===== src/rtl/multicycle_ctrl_if.sv =====
// Bus between the multicycle control FSM and its datapath / memory port.
// The master side (datapath) drives opcode, ALU flag and memory-ready; the
// slave side (controller) drives every control strobe and the debug state.
// Define MC_PERF_CNT_EN to add the 32-bit retired-instruction counter instRet.
interface multicycle_ctrl_if;
  logic [3:0]  OpCode;
  logic        zero;
  logic        memRdy;
  logic        irWrite;
  logic        pcWrite;
  logic        bra;
  logic        branch;
  logic        regWrite;
  logic        regDes;
  logic        aluSrc;
  logic        memR;
  logic        memW;
  logic        MemToReg;
  logic        notStri;
  logic        illegal;
  logic        memErr;
  logic [2:0]  state;
`ifdef MC_PERF_CNT_EN
  logic [31:0] instRet;

  modport master (
    output OpCode, zero, memRdy,
    input  irWrite, pcWrite, bra, branch, regWrite, regDes, aluSrc,
           memR, memW, MemToReg, notStri, illegal, memErr, state, instRet
  );
  modport slave (
    input  OpCode, zero, memRdy,
    output irWrite, pcWrite, bra, branch, regWrite, regDes, aluSrc,
           memR, memW, MemToReg, notStri, illegal, memErr, state, instRet
  );
`else
  modport master (
    output OpCode, zero, memRdy,
    input  irWrite, pcWrite, bra, branch, regWrite, regDes, aluSrc,
           memR, memW, MemToReg, notStri, illegal, memErr, state
  );
  modport slave (
    input  OpCode, zero, memRdy,
    output irWrite, pcWrite, bra, branch, regWrite, regDes, aluSrc,
           memR, memW, MemToReg, notStri, illegal, memErr, state
  );
`endif
endinterface


===== src/rtl/multicycle_ctrl.sv =====
// Multicycle control FSM: FETCH/DECODE/EXEC/MEM/WB/HALT sequencing for the
// 4-bit-opcode datapath with a memory-wait timeout.
// Outputs are decoded combinationally from state/opcode register/counter so
// that memory-ready strobes (IR/PC load) land in the same cycle as memRdy.
// Define MC_PERF_CNT_EN to add the retired-instruction counter (bus.instRet).
module multicycle_ctrl #(
  parameter int CNT_W       = 4,
  parameter int MEM_TIMEOUT = 15
) (
  input  logic                 clk,
  input  logic                 rst,
  multicycle_ctrl_if.slave     bus
);

  typedef enum logic [2:0] {
    ST_FETCH  = 3'd0,
    ST_DECODE = 3'd1,
    ST_EXEC   = 3'd2,
    ST_MEM    = 3'd3,
    ST_WB     = 3'd4,
    ST_HALT   = 3'd5
  } state_t;

  localparam logic [CNT_W-1:0] TMO = CNT_W'(MEM_TIMEOUT);
  localparam logic [3:0] OP_ADDI = 4'd8;
  localparam logic [3:0] OP_LW   = 4'd9;
  localparam logic [3:0] OP_SW   = 4'd10;
  localparam logic [3:0] OP_BEQ  = 4'd11;
  localparam logic [3:0] OP_BRA  = 4'd13;
  localparam logic [3:0] OP_HALT = 4'd15;

  state_t           cur_state;
  logic [3:0]       op_reg;
  logic [CNT_W-1:0] cnt;
  logic             timeout_hit;

  function automatic logic is_illegal(input logic [3:0] op);
    return (op == 4'd12) || (op == 4'd14);
  endfunction

  function automatic logic is_rtype(input logic [3:0] op);
    return (op[3] == 1'b0);
  endfunction

  // A wait phase expires when the counter reaches the limit and memory is still busy.
  assign timeout_hit = (cnt == TMO) && !bus.memRdy;

  // State, latched opcode and wait counter.
  always_ff @(posedge clk or posedge rst) begin
    if (rst) begin
      cur_state <= ST_FETCH;
      op_reg    <= 4'd0;
      cnt       <= {CNT_W{1'b0}};
    end else begin
      case (cur_state)
        ST_FETCH: begin
          if (bus.memRdy) begin
            cur_state <= ST_DECODE;
            cnt       <= {CNT_W{1'b0}};
          end else if (timeout_hit) begin
            cur_state <= ST_FETCH;
            cnt       <= {CNT_W{1'b0}};
          end else begin
            cnt <= cnt + CNT_W'(1);
          end
        end
        ST_DECODE: begin
          op_reg <= bus.OpCode;
          cnt    <= {CNT_W{1'b0}};
          if (is_illegal(bus.OpCode)) begin
            cur_state <= ST_FETCH;
          end else if (bus.OpCode == OP_HALT) begin
            cur_state <= ST_HALT;
          end else begin
            cur_state <= ST_EXEC;
          end
        end
        ST_EXEC: begin
          cnt <= {CNT_W{1'b0}};
          if ((op_reg == OP_LW) || (op_reg == OP_SW)) begin
            cur_state <= ST_MEM;
          end else if (op_reg <= OP_ADDI) begin
            cur_state <= ST_WB;
          end else begin
            cur_state <= ST_FETCH;
          end
        end
        ST_MEM: begin
          if (bus.memRdy) begin
            cur_state <= (op_reg == OP_LW) ? ST_WB : ST_FETCH;
            cnt       <= {CNT_W{1'b0}};
          end else if (timeout_hit) begin
            cur_state <= ST_FETCH;
            cnt       <= {CNT_W{1'b0}};
          end else begin
            cnt <= cnt + CNT_W'(1);
          end
        end
        ST_WB: begin
          cur_state <= ST_FETCH;
          cnt       <= {CNT_W{1'b0}};
        end
        ST_HALT: begin
          cur_state <= ST_HALT;
        end
        default: begin
          cur_state <= ST_FETCH;
          cnt       <= {CNT_W{1'b0}};
        end
      endcase
    end
  end

  // Control strobe decode; everything is forced low while reset is held.
  always_comb begin
    bus.irWrite  = 1'b0;
    bus.pcWrite  = 1'b0;
    bus.bra      = 1'b0;
    bus.branch   = 1'b0;
    bus.regWrite = 1'b0;
    bus.regDes   = 1'b0;
    bus.aluSrc   = 1'b0;
    bus.memR     = 1'b0;
    bus.memW     = 1'b0;
    bus.MemToReg = 1'b0;
    bus.notStri  = 1'b0;
    bus.illegal  = 1'b0;
    bus.memErr   = 1'b0;
    bus.state    = cur_state;
    if (rst) begin
      bus.state = ST_FETCH;
    end else begin
      case (cur_state)
        ST_FETCH: begin
          bus.memR    = 1'b1;
          bus.notStri = 1'b1;
          if (bus.memRdy) begin
            bus.irWrite = 1'b1;
            bus.pcWrite = 1'b1;
          end else begin
            bus.memErr = timeout_hit;
          end
        end
        ST_DECODE: begin
          bus.notStri = 1'b1;
          bus.illegal = is_illegal(bus.OpCode);
        end
        ST_EXEC: begin
          bus.notStri = (op_reg != OP_SW);
          bus.aluSrc  = (op_reg == OP_ADDI) || (op_reg == OP_LW) || (op_reg == OP_SW);
          if (op_reg == OP_BEQ) begin
            bus.branch  = 1'b1;
            bus.pcWrite = bus.zero;
          end else if (op_reg == OP_BRA) begin
            bus.bra     = 1'b1;
            bus.pcWrite = 1'b1;
          end else begin
            bus.pcWrite = 1'b0;
          end
        end
        ST_MEM: begin
          bus.notStri = (op_reg != OP_SW);
          bus.memR    = (op_reg == OP_LW);
          bus.memW    = (op_reg == OP_SW);
          if (bus.memRdy) begin
            bus.memErr = 1'b0;
          end else begin
            bus.memErr = timeout_hit;
          end
        end
        ST_WB: begin
          bus.notStri  = (op_reg != OP_SW);
          bus.regWrite = 1'b1;
          bus.regDes   = is_rtype(op_reg);
          bus.MemToReg = (op_reg == OP_LW);
        end
        ST_HALT: begin
          bus.notStri = 1'b0;
        end
        default: begin
          bus.notStri = 1'b0;
        end
      endcase
    end
  end

`ifdef MC_PERF_CNT_EN
  logic [31:0] inst_ret;
  logic        retire;

  // An instruction retires when it leaves WB, a completing SW MEM, or a branch EXEC.
  always_comb begin
    retire = 1'b0;
    case (cur_state)
      ST_WB:   retire = 1'b1;
      ST_MEM:  retire = (op_reg == OP_SW) && bus.memRdy;
      ST_EXEC: retire = (op_reg == OP_BEQ) || (op_reg == OP_BRA);
      default: retire = 1'b0;
    endcase
  end

  // Free-running retired-instruction count, wrapping at 2**32.
  always_ff @(posedge clk or posedge rst) begin
    if (rst) begin
      inst_ret <= 32'd0;
    end else if (retire) begin
      inst_ret <= inst_ret + 32'd1;
    end else begin
      inst_ret <= inst_ret;
    end
  end

  assign bus.instRet = inst_ret;
`endif

endmodule


===== src/flat_wrapper.sv =====
// flat-port wrapper written by rule: the top's interface ports become plain ports
module multicycle_ctrl_flat 
#(
  parameter int CNT_W       = 4,
  parameter int MEM_TIMEOUT = 15
)
  (clk, rst, bus_OpCode, bus_zero, bus_memRdy, bus_irWrite, bus_pcWrite, bus_bra, bus_branch, bus_regWrite, bus_regDes, bus_aluSrc, bus_memR, bus_memW, bus_MemToReg, bus_notStri, bus_illegal, bus_memErr, bus_state);
  multicycle_ctrl_if bus_i ();
  input  logic clk;
  input  logic rst;
  input wire logic [$bits(bus_i.OpCode)-1:0] bus_OpCode;
  input wire logic [$bits(bus_i.zero)-1:0] bus_zero;
  input wire logic [$bits(bus_i.memRdy)-1:0] bus_memRdy;
  output wire logic [$bits(bus_i.irWrite)-1:0] bus_irWrite;
  output wire logic [$bits(bus_i.pcWrite)-1:0] bus_pcWrite;
  output wire logic [$bits(bus_i.bra)-1:0] bus_bra;
  output wire logic [$bits(bus_i.branch)-1:0] bus_branch;
  output wire logic [$bits(bus_i.regWrite)-1:0] bus_regWrite;
  output wire logic [$bits(bus_i.regDes)-1:0] bus_regDes;
  output wire logic [$bits(bus_i.aluSrc)-1:0] bus_aluSrc;
  output wire logic [$bits(bus_i.memR)-1:0] bus_memR;
  output wire logic [$bits(bus_i.memW)-1:0] bus_memW;
  output wire logic [$bits(bus_i.MemToReg)-1:0] bus_MemToReg;
  output wire logic [$bits(bus_i.notStri)-1:0] bus_notStri;
  output wire logic [$bits(bus_i.illegal)-1:0] bus_illegal;
  output wire logic [$bits(bus_i.memErr)-1:0] bus_memErr;
  output wire logic [$bits(bus_i.state)-1:0] bus_state;
  assign bus_i.OpCode = bus_OpCode;
  assign bus_i.zero = bus_zero;
  assign bus_i.memRdy = bus_memRdy;
  assign bus_irWrite = bus_i.irWrite;
  assign bus_pcWrite = bus_i.pcWrite;
  assign bus_bra = bus_i.bra;
  assign bus_branch = bus_i.branch;
  assign bus_regWrite = bus_i.regWrite;
  assign bus_regDes = bus_i.regDes;
  assign bus_aluSrc = bus_i.aluSrc;
  assign bus_memR = bus_i.memR;
  assign bus_memW = bus_i.memW;
  assign bus_MemToReg = bus_i.MemToReg;
  assign bus_notStri = bus_i.notStri;
  assign bus_illegal = bus_i.illegal;
  assign bus_memErr = bus_i.memErr;
  assign bus_state = bus_i.state;
  multicycle_ctrl #(.CNT_W(CNT_W), .MEM_TIMEOUT(MEM_TIMEOUT)) u_core (.clk(clk), .rst(rst), .bus(bus_i));
endmodule

===== config.mk =====
export PLATFORM = sky130hd
export DESIGN_NAME = multicycle_ctrl_flat
export DESIGN_NICKNAME = d
export VERILOG_FILES = /design/src/rtl/multicycle_ctrl_if.sv /design/src/rtl/multicycle_ctrl.sv /design/src/flat_wrapper.sv
export SDC_FILE = /design/constraint.sdc
export NUM_CORES = 1
export LEC_CHECK = 0
export CAP_MARGIN = 20
export CORE_MARGIN = 4
export CORE_UTILIZATION = 30
export CTS_CLUSTER_DIAMETER = 200
export CTS_CLUSTER_SIZE = 12
export DETAILED_ROUTE_END_ITERATION = 12
export GPL_TIMING_DRIVEN = 0
export PLACE_DENSITY = 0.65
export SYNTH_ARGS = -nofsm -noshare
export SYNTH_HDL_FRONTEND = slang
export SYNTH_SLANG_ARGS = --single-unit

===== constraint.sdc =====
create_clock -name clk -period 3.69 [get_ports clk]
set_input_delay 0.738 -clock clk [delete_from_list [all_inputs] [get_ports clk]]
set_output_delay 0.738 -clock clk [all_outputs]
set_load 0.01 [all_outputs]

* Word-level counts from Yosys, hierarchy flattened
Cells that the tools add are included.
** Storage, ports and cells
- Register bits :: 11
- Logic and storage cells :: 76
** Cells by class
- Add/sub/neg operators :: 1
- Order comparisons :: 1
- Equal/unequal tests :: 15
- Multiplexer cells :: 45
- Bitwise gates (word level) :: 1
- Reductions and logical operators :: 10
** Operator list (count)
- 4-bit equality test, second input constant :: 9
- 1-bit two-way mux :: 29
- 3-bit two-way mux :: 9
- 3-bit one-hot mux with 5 select lines :: 1
- 4-bit two-way mux :: 2
- 4-bit one-hot mux with 2 select lines :: 1
- 3-bit by 2-bit equality test with 1-bit output, second input constant :: 2
- 3-bit equality test, second input constant :: 2
- 1-bit one-hot mux with 2 select lines :: 3
- 4-bit by 1-bit adder with 4-bit output, second input constant :: 1
- 4-bit less-or-equal comparator, second input constant :: 1
- 1-bit logical OR :: 4
- 4-bit inequality test, second input constant :: 1
- 2-bit OR reduction :: 2
- 3-bit by 1-bit equality test with 1-bit output, second input constant :: 1
- 3-bit zero test :: 1
- 3-bit OR reduction :: 1
- 1-bit logical AND :: 1
- 1-bit zero test :: 1
- 1-bit inverter :: 1

* Logic depth before layout (Yosys ltp)
Gate-level depths: netlist (run 1).
- Depth after elaboration :: 5
- Depth in mapped cells :: 5
- Gate-level depth less buffers :: 4

* Worst setup path before layout (run 1)
Ideal clock, no wire load.
- Kind :: input to output
- Start :: input port rst
- End :: output port bus_pcWrite
- Arrival time :: 1487 ps
- Setup slack :: 1465 ps
- Stages :: 3
- Path through :: inv_1 nand2_1 a211oi_1
** On the way
- Longest elaborated chain between the ends :: 1
** Ends and longest elaborated chain
- start, declared :: RTL line flat_wrapper.sv:10 : input logic rst;
- 1-bit two-way mux :: RTL line multicycle_ctrl.sv:130 : if (rst) begin
- end, declared :: RTL line flat_wrapper.sv:15 : output wire logic [$bits(bus_i.pcWrite)-1:0] bus_pcWrite;
Every way passes these cells.

* Worst setup path after layout (run 1)
Ends and elaborated chain as after synthesis.

==> metrics.txt, run 1 <==
status finished clean; largest net degree at the start of global routing 15; Die H 60.5 µm; crit path DAT around 2.7 ns; Setup Buffers After CTS 0; Routed Antenna Nets 0; Crit. Startpoint rst; HP Class reg -> reg; Routed WL 2.04 mm; DR pass1 iterations 4; synthesized instance count 96; HPWL Detailed 1.53 mm; Vias/cell 5.18; worst-path cell chain clkdlybuf4s50_1 -> inv_1 -> nand2_1 -> a211oi_1 -> clkdlybuf4s50_1; largest vdd supply drop 0.000286 V; initial antenna violation count 0; Slew HR 0.647; PwrDens 579 nW/µm²; slowest cell on the critical path clkdlybuf4s50_1; total number of vias ~790; Die ar. 3660 µm²; Final Cycle Share 0.930; clock slew at reported path FFs 0.07 ns; worst reg-to-reg setup slack 2.16 ns; Starting Density 0.324; io pins 24; # nets final 133; vias in the first global route 781; CTS tree built; f_max 0.291 GHz; RSZ-0062 raised after global routing false; Slew @ Worst Pin 0.528 ns; worst-skew pair later-pin latency 0.27 ns; Yosys reg bits 11; WP buf/inv 3; CP Class in -> out; CTS HTree Levels 1; Syn Std Cell Area between 800 and 900 µm²; Clock Tree Buf Depth 2; Crit path top cell by count clkdlybuf4s50_1; Rows 18; fin crit period ~3.4 ns; Final setup viols 0; post-CTS sizing 0; worst flop-to-flop path startpoint u_core.cur_state[2]; total power draw between 0.0006 and 0.0007 W; DIE WIDTH 60.5 µm; Crit path max-delay family buffers and inverters; initial detailed-routing violation count 34; non-filler instance count after layout 153; ant diodes 0; Max Cap Viol 0; Inst Count DP about 150; Yosys cell types 41; Inserted Clock Buffers 3; synthesized area per cell 8.60 µm²; Core Box Area 2540 µm²; DRC 0; gp weighted congestion 0.808; clock skew 0.000347 ns; Pleak 0.458 nW; Synth-to-Final Area Change 35.6%; CTS sink count 11; max-slew violation count 0; Data required, critical path 2.95 ns; layout cells sized above 1 0.0569; final instance area approximately 1100 µm²; root buffer cell clkbuf_4; Hold Path Origin u_core.cnt[3]; Placed Instance Area 1090 µm²; Overflow after GRT 0; first-pass GRT wire length around 3.4 mm; Startpoint Class input pin; Worst path max stage delay 0.58 ns; crit path max fanout 14; register area share after synthesis 0.333; DR WL/cell 13.3 µm; final hold vios 0; Tot GR Track Use 0.123; Port Buf Inserts 23; Post-Syn Nets 105; CTS Hold Buffers Added 0; Crit. End Element primary output; Ys Warns 0; TNS Setup 0 ns
## synth_stat cells
library cell / number / share of area
o211ai_1: 1 / 0.0091
mux2_1: 3 / 0.041
nand4_1: 2 / 0.015
dfrtp_1: 11 / 0.33
a211oi_1: 1 / 0.0091
nor3b_1: 1 / 0.0091
and3_1: 2 / 0.015
xor2_1: 1 / 0.011
nand2b_1: 1 / 0.0076
and3b_1: 2 / 0.021
and4b_1: 1 / 0.012
nor3b_2: 2 / 0.030
nand3b_1: 1 / 0.0091
o21a_1: 1 / 0.0091
o22ai_1: 1 / 0.0076
a21oi_1: 2 / 0.012
nand3_1: 8 / 0.048
a31oi_1: 1 / 0.0076
o2111ai_1: 1 / 0.011
xnor2_2: 1 / 0.020
nor4bb_1: 2 / 0.024
nor2b_1: 5 / 0.038
a41oi_1: 1 / 0.011
inv_1: 7 / 0.032
a21boi_0: 1 / 0.0091
ha_1: 1 / 0.015
o311ai_1: 1 / 0.011
buf_6: 1 / 0.014
o21ai_0: 1 / 0.0061
and4_1: 1 / 0.011
a41o_1: 1 / 0.012
o32ai_1: 1 / 0.011
mux2i_1: 2 / 0.024
nand2_1: 9 / 0.041
nor2_1: 7 / 0.032
o21ai_1: 2 / 0.012
nor3_1: 1 / 0.0061
a22oi_1: 1 / 0.0091
clkbuf_1: 5 / 0.023
or4b_1: 1 / 0.012
nand4b_1: 1 / 0.011
## metal layers
layer / routed length (µm) / share of wire / up-vias / global-route usage
li1: - / - / 404 / -
met1: 982 / 0.48 / 365 / 0.161
met2: 927 / 0.46 / 22 / 0.190
met3: 116 / 0.057 / 2 / 0.0532
met4: 10 / 0.0049 / 0 / 0.0279
met5: 0 / 0 / - / 0
## cells in the final DEF, fill, tap and decap left out, types with 2 or more instances in the layout
cell type and instances:
a21oi_1 2, and3_1 2, and3b_1 2, clkbuf_1 6, clkbuf_4 3, clkdlybuf4s50_1 23
dfrtp_1 11, inv_1 7, mux2_1 3, mux2i_1 2, nand2_1 9, nand3_1 8
nand4_1 2, nor2_1 7, nor2b_1 5, nor3b_2 2, nor4bb_1 2, o21ai_1 2
## final timing paths
kind	cells after the start	to
max	5	bus_pcWrite
min	1	u_core.cnt[3]
max reg2reg	3	u_core.op_reg[1]
min reg2reg	1	u_core.cnt[3]
max in group asynchronous	2	u_core.cnt[1]
min in group asynchronous	2	u_core.op_reg[3]
## report_power, final
part           internal, W  leakage, nW  switching, W
sequential        0.000163        0.141     0.0000381
clock            0.0000418       0.0150     0.0000433
combinational     0.000170        0.302      0.000192
## cells by family (layout without fill, tap and decap cells)
kind of cell             after synthesis  in the layout  synth area share
buffers and inverters                 13             40            0.0682
AND/OR/NAND/NOR                       47             47             0.342
flip-flops                            11             11             0.333
XOR/XNOR                               2              2            0.0303
adder cells (fa/ha/maj)                1              1            0.0151
multiplexers                           5              5            0.0651
AO/OA/AOI/OAI                         17             17             0.145
## area by class of cell
cell class | instances | area, µm²
repair buffers | 23 | 230
flip-flops and latches | 11 | 275
fillers | 255 | 1430
multi-input cells | 72 | 494
well taps | 30 | 37.5
clock buffers | 4 | 26.3
inverters | 7 | 26.3
plain buffers | 6 | 30.0
## metrics by stage
step                utilization  setup WS (ns)  hold slack, ns
CTS                       0.440          0.222           0.484
finish                    0.440          0.257           0.479
global route              0.440        0.00588           0.506
global placement          0.430          0.213           0.468
floorplan                     -           1.47           0.451
detailed placement        0.430          0.223           0.474
Note: power is estimated with default switching activity, not from simulation.
==> run 2, diff against run 1 <==
PLACE_DENSITY = 0.67   (was 0.65)
clock period = 2.85 ns   (was 3.69 ns; I/O delays follow)
==> run 2 against run 1 <==
Final cell count is the same. Count of clock-buffer cells in the layout is the same. Power grew 31%. Critical path depth is the same. Global-route usage grew 0.65 points. Combinational power grew 24%. Sequential share of layout area shrank 0.56 points. Die area is the same. Sequential cell count is the same. Clock skew is essentially flat. Largest power group unchanged. Highest routed layer unchanged.
==> metrics.txt, run 2 (synthesized netlist as in run 1, its figures left out) <==
Logic pwr share 0.529; Rows 18; worst reg-to-reg setup slack roughly 1.4 ns; Overflow after GRT 0; commonest non-fill, non-tap cell in the layout clkdlybuf4s50_1; Tot GR Track Use 0.130; largest net degree at the start of global routing 11; PwrDens 740 nW/µm²; clock network power share 0.127; DR pass1 iterations 4; crit path DAT around 2.2 ns; root buffer cell clkbuf_4; CTS Hold Buffers Added 0; Placed Instance Area 1090 µm²; Routed Antenna Nets 0; CP Class reg -> out; CTS sink count 11; Starting Density 0.324; DRC 0; Die H a little over 60 µm; RSZ-0062 raised after global routing false; vias in the first global route between 800 and 900; Startpoint Class register; slowest cell on the critical path clkdlybuf4s50_1; f_max approximately 0.37 GHz; metal2 WL 1.10 mm; worst flop-to-flop path startpoint u_core.cur_state[2]; worst-path cell chain clkbuf_1 -> nor4bb_2 -> nand3_1 -> a21oi_1 -> clkdlybuf4s50_1; Final Cycle Share 0.954; gp weighted congestion 0.772; HPWL Detailed 1.60 mm; DIE WIDTH 60.5 µm; Pleak 0.470 nW; crit path max fanout 9; clock slew at reported path FFs 0.07 ns; Layout Utilization 0.450; clock skew ~0.00063 ns; Final setup viols 0; max-slew violation count 0; Slew @ Worst Pin between 0.4 and 0.5 ns; status finished clean; ant diodes 0; Worst path max stage delay 0.56 ns; initial detailed-routing violation count 37; Slew HR 0.720; Port Buf Inserts 23; P_int 0.000490 W; WL met3 115 µm; # nets final 133; Core Box Area 2540 µm²; fin crit period 2.72 ns; Die ar. 3660 µm²; layout cells sized above 1 0.0976; WL met1 912 µm; Sequential Power Share 0.345; DR top layer met4; sw power 0.000359 W; Crit. End Element primary output; first-pass GRT wire length 3.65 mm; Data required, critical path 2.28 ns; io pins 24; Vias/cell 5.41; HP Class in -> async; DR WL/cell ~14 µm; Inserted Clock Buffers 3; worst-skew pair later-pin latency around 0.26 ns; switching part of the total power 0.423; worst r2r dst u_core.op_reg[0]; largest vdd supply drop ~0.00038 V; CTS tree built; final instance area 1150 µm²; TNS Setup 0 ns; Synth-to-Final Area Change 38.8%; final hold vios 0; FF-to-FF path depth 2; commonest cells after routing, fill and taps aside clkdlybuf4s50_1 (22), dfrtp_1 (11), nand2_1 (9); Routed WL 2.13 mm; initial antenna violation count 0; Clock Tree Buf Depth 2; Max Cap Viol 0; total number of vias 828; CTS HTree Levels 1
==> run 2: how the worst max path moves through the flow <==
stage,startpoint,cells after the start,end
after floorplan,rst,3,bus_pcWrite
after global placement,rst,5,bus_pcWrite
after detailed placement,rst,5,bus_pcWrite
after CTS,u_core.cur_state[2],5,bus_pcWrite
after global routing,u_core.op_reg[1],5,bus_memR
final,u_core.op_reg[1],5,bus_memR
==> run 2: power groups by stage <==
stage                     logic (W)  clock network, W  registers (W)
after floorplan            0.000341                 0       0.000251
after CTS                  0.000477          0.000114       0.000260
final                      0.000449          0.000107       0.000292
after global placement     0.000460                 0       0.000261
after global routing       0.000500          0.000122       0.000306
after detailed placement   0.000473                 0       0.000263
==> run 2: worst max-delay path, delay by kind of cell, from the launching register on <==
family                 cells  cell delay, ns
flip-flops                 1            0.36
buffers and inverters      2            0.77
AND/OR/NAND/NOR            2            0.56
AO/OA/AOI/OAI              1            0.19
==> run 2: what timing repair did <==
action	CTS	global route
setup buffers	2	0
pin swaps	0	1
setup endpoints to repair	6	5
gates resized for setup	1	3
==> run 2: stage by stage <==
stage / hold slack [ns] / total power [W] / worst slack (ns) / cells
after floorplan: 0.444 / 0.000591 / 0.961 / 96
after global placement: 0.467 / 0.000721 / -0.270 / 149
after detailed placement: 0.477 / 0.000736 / -0.307 / 149
after CTS: 0.487 / 0.000851 / 0.0392 / 155
after global routing: 0.489 / 0.000928 / 0.0127 / 153
final: 0.477 / 0.000848 / 0.132 / 153
==> run 2: cell type report <==
type                            instances  area (µm²)
Buffer                                  4        22.5
Clock buffer                            4        26.3
Fill cell                             275        1400
Inverter                                7        30.0
Multi-Input combinational cell         72         507
Sequential cell                        11         275
Tap cell                               30        37.5
Timing Repair Buffer                   25         248
==> run 2: metal layers <==
metal | global-route usage | vias to the layer above
met1 | 0.167 | 397
met4 | 0.0310 | 0
met2 | 0.213 | 23
li1 | - | 406
met3 | 0.0404 | 2
met5 | 0 | -
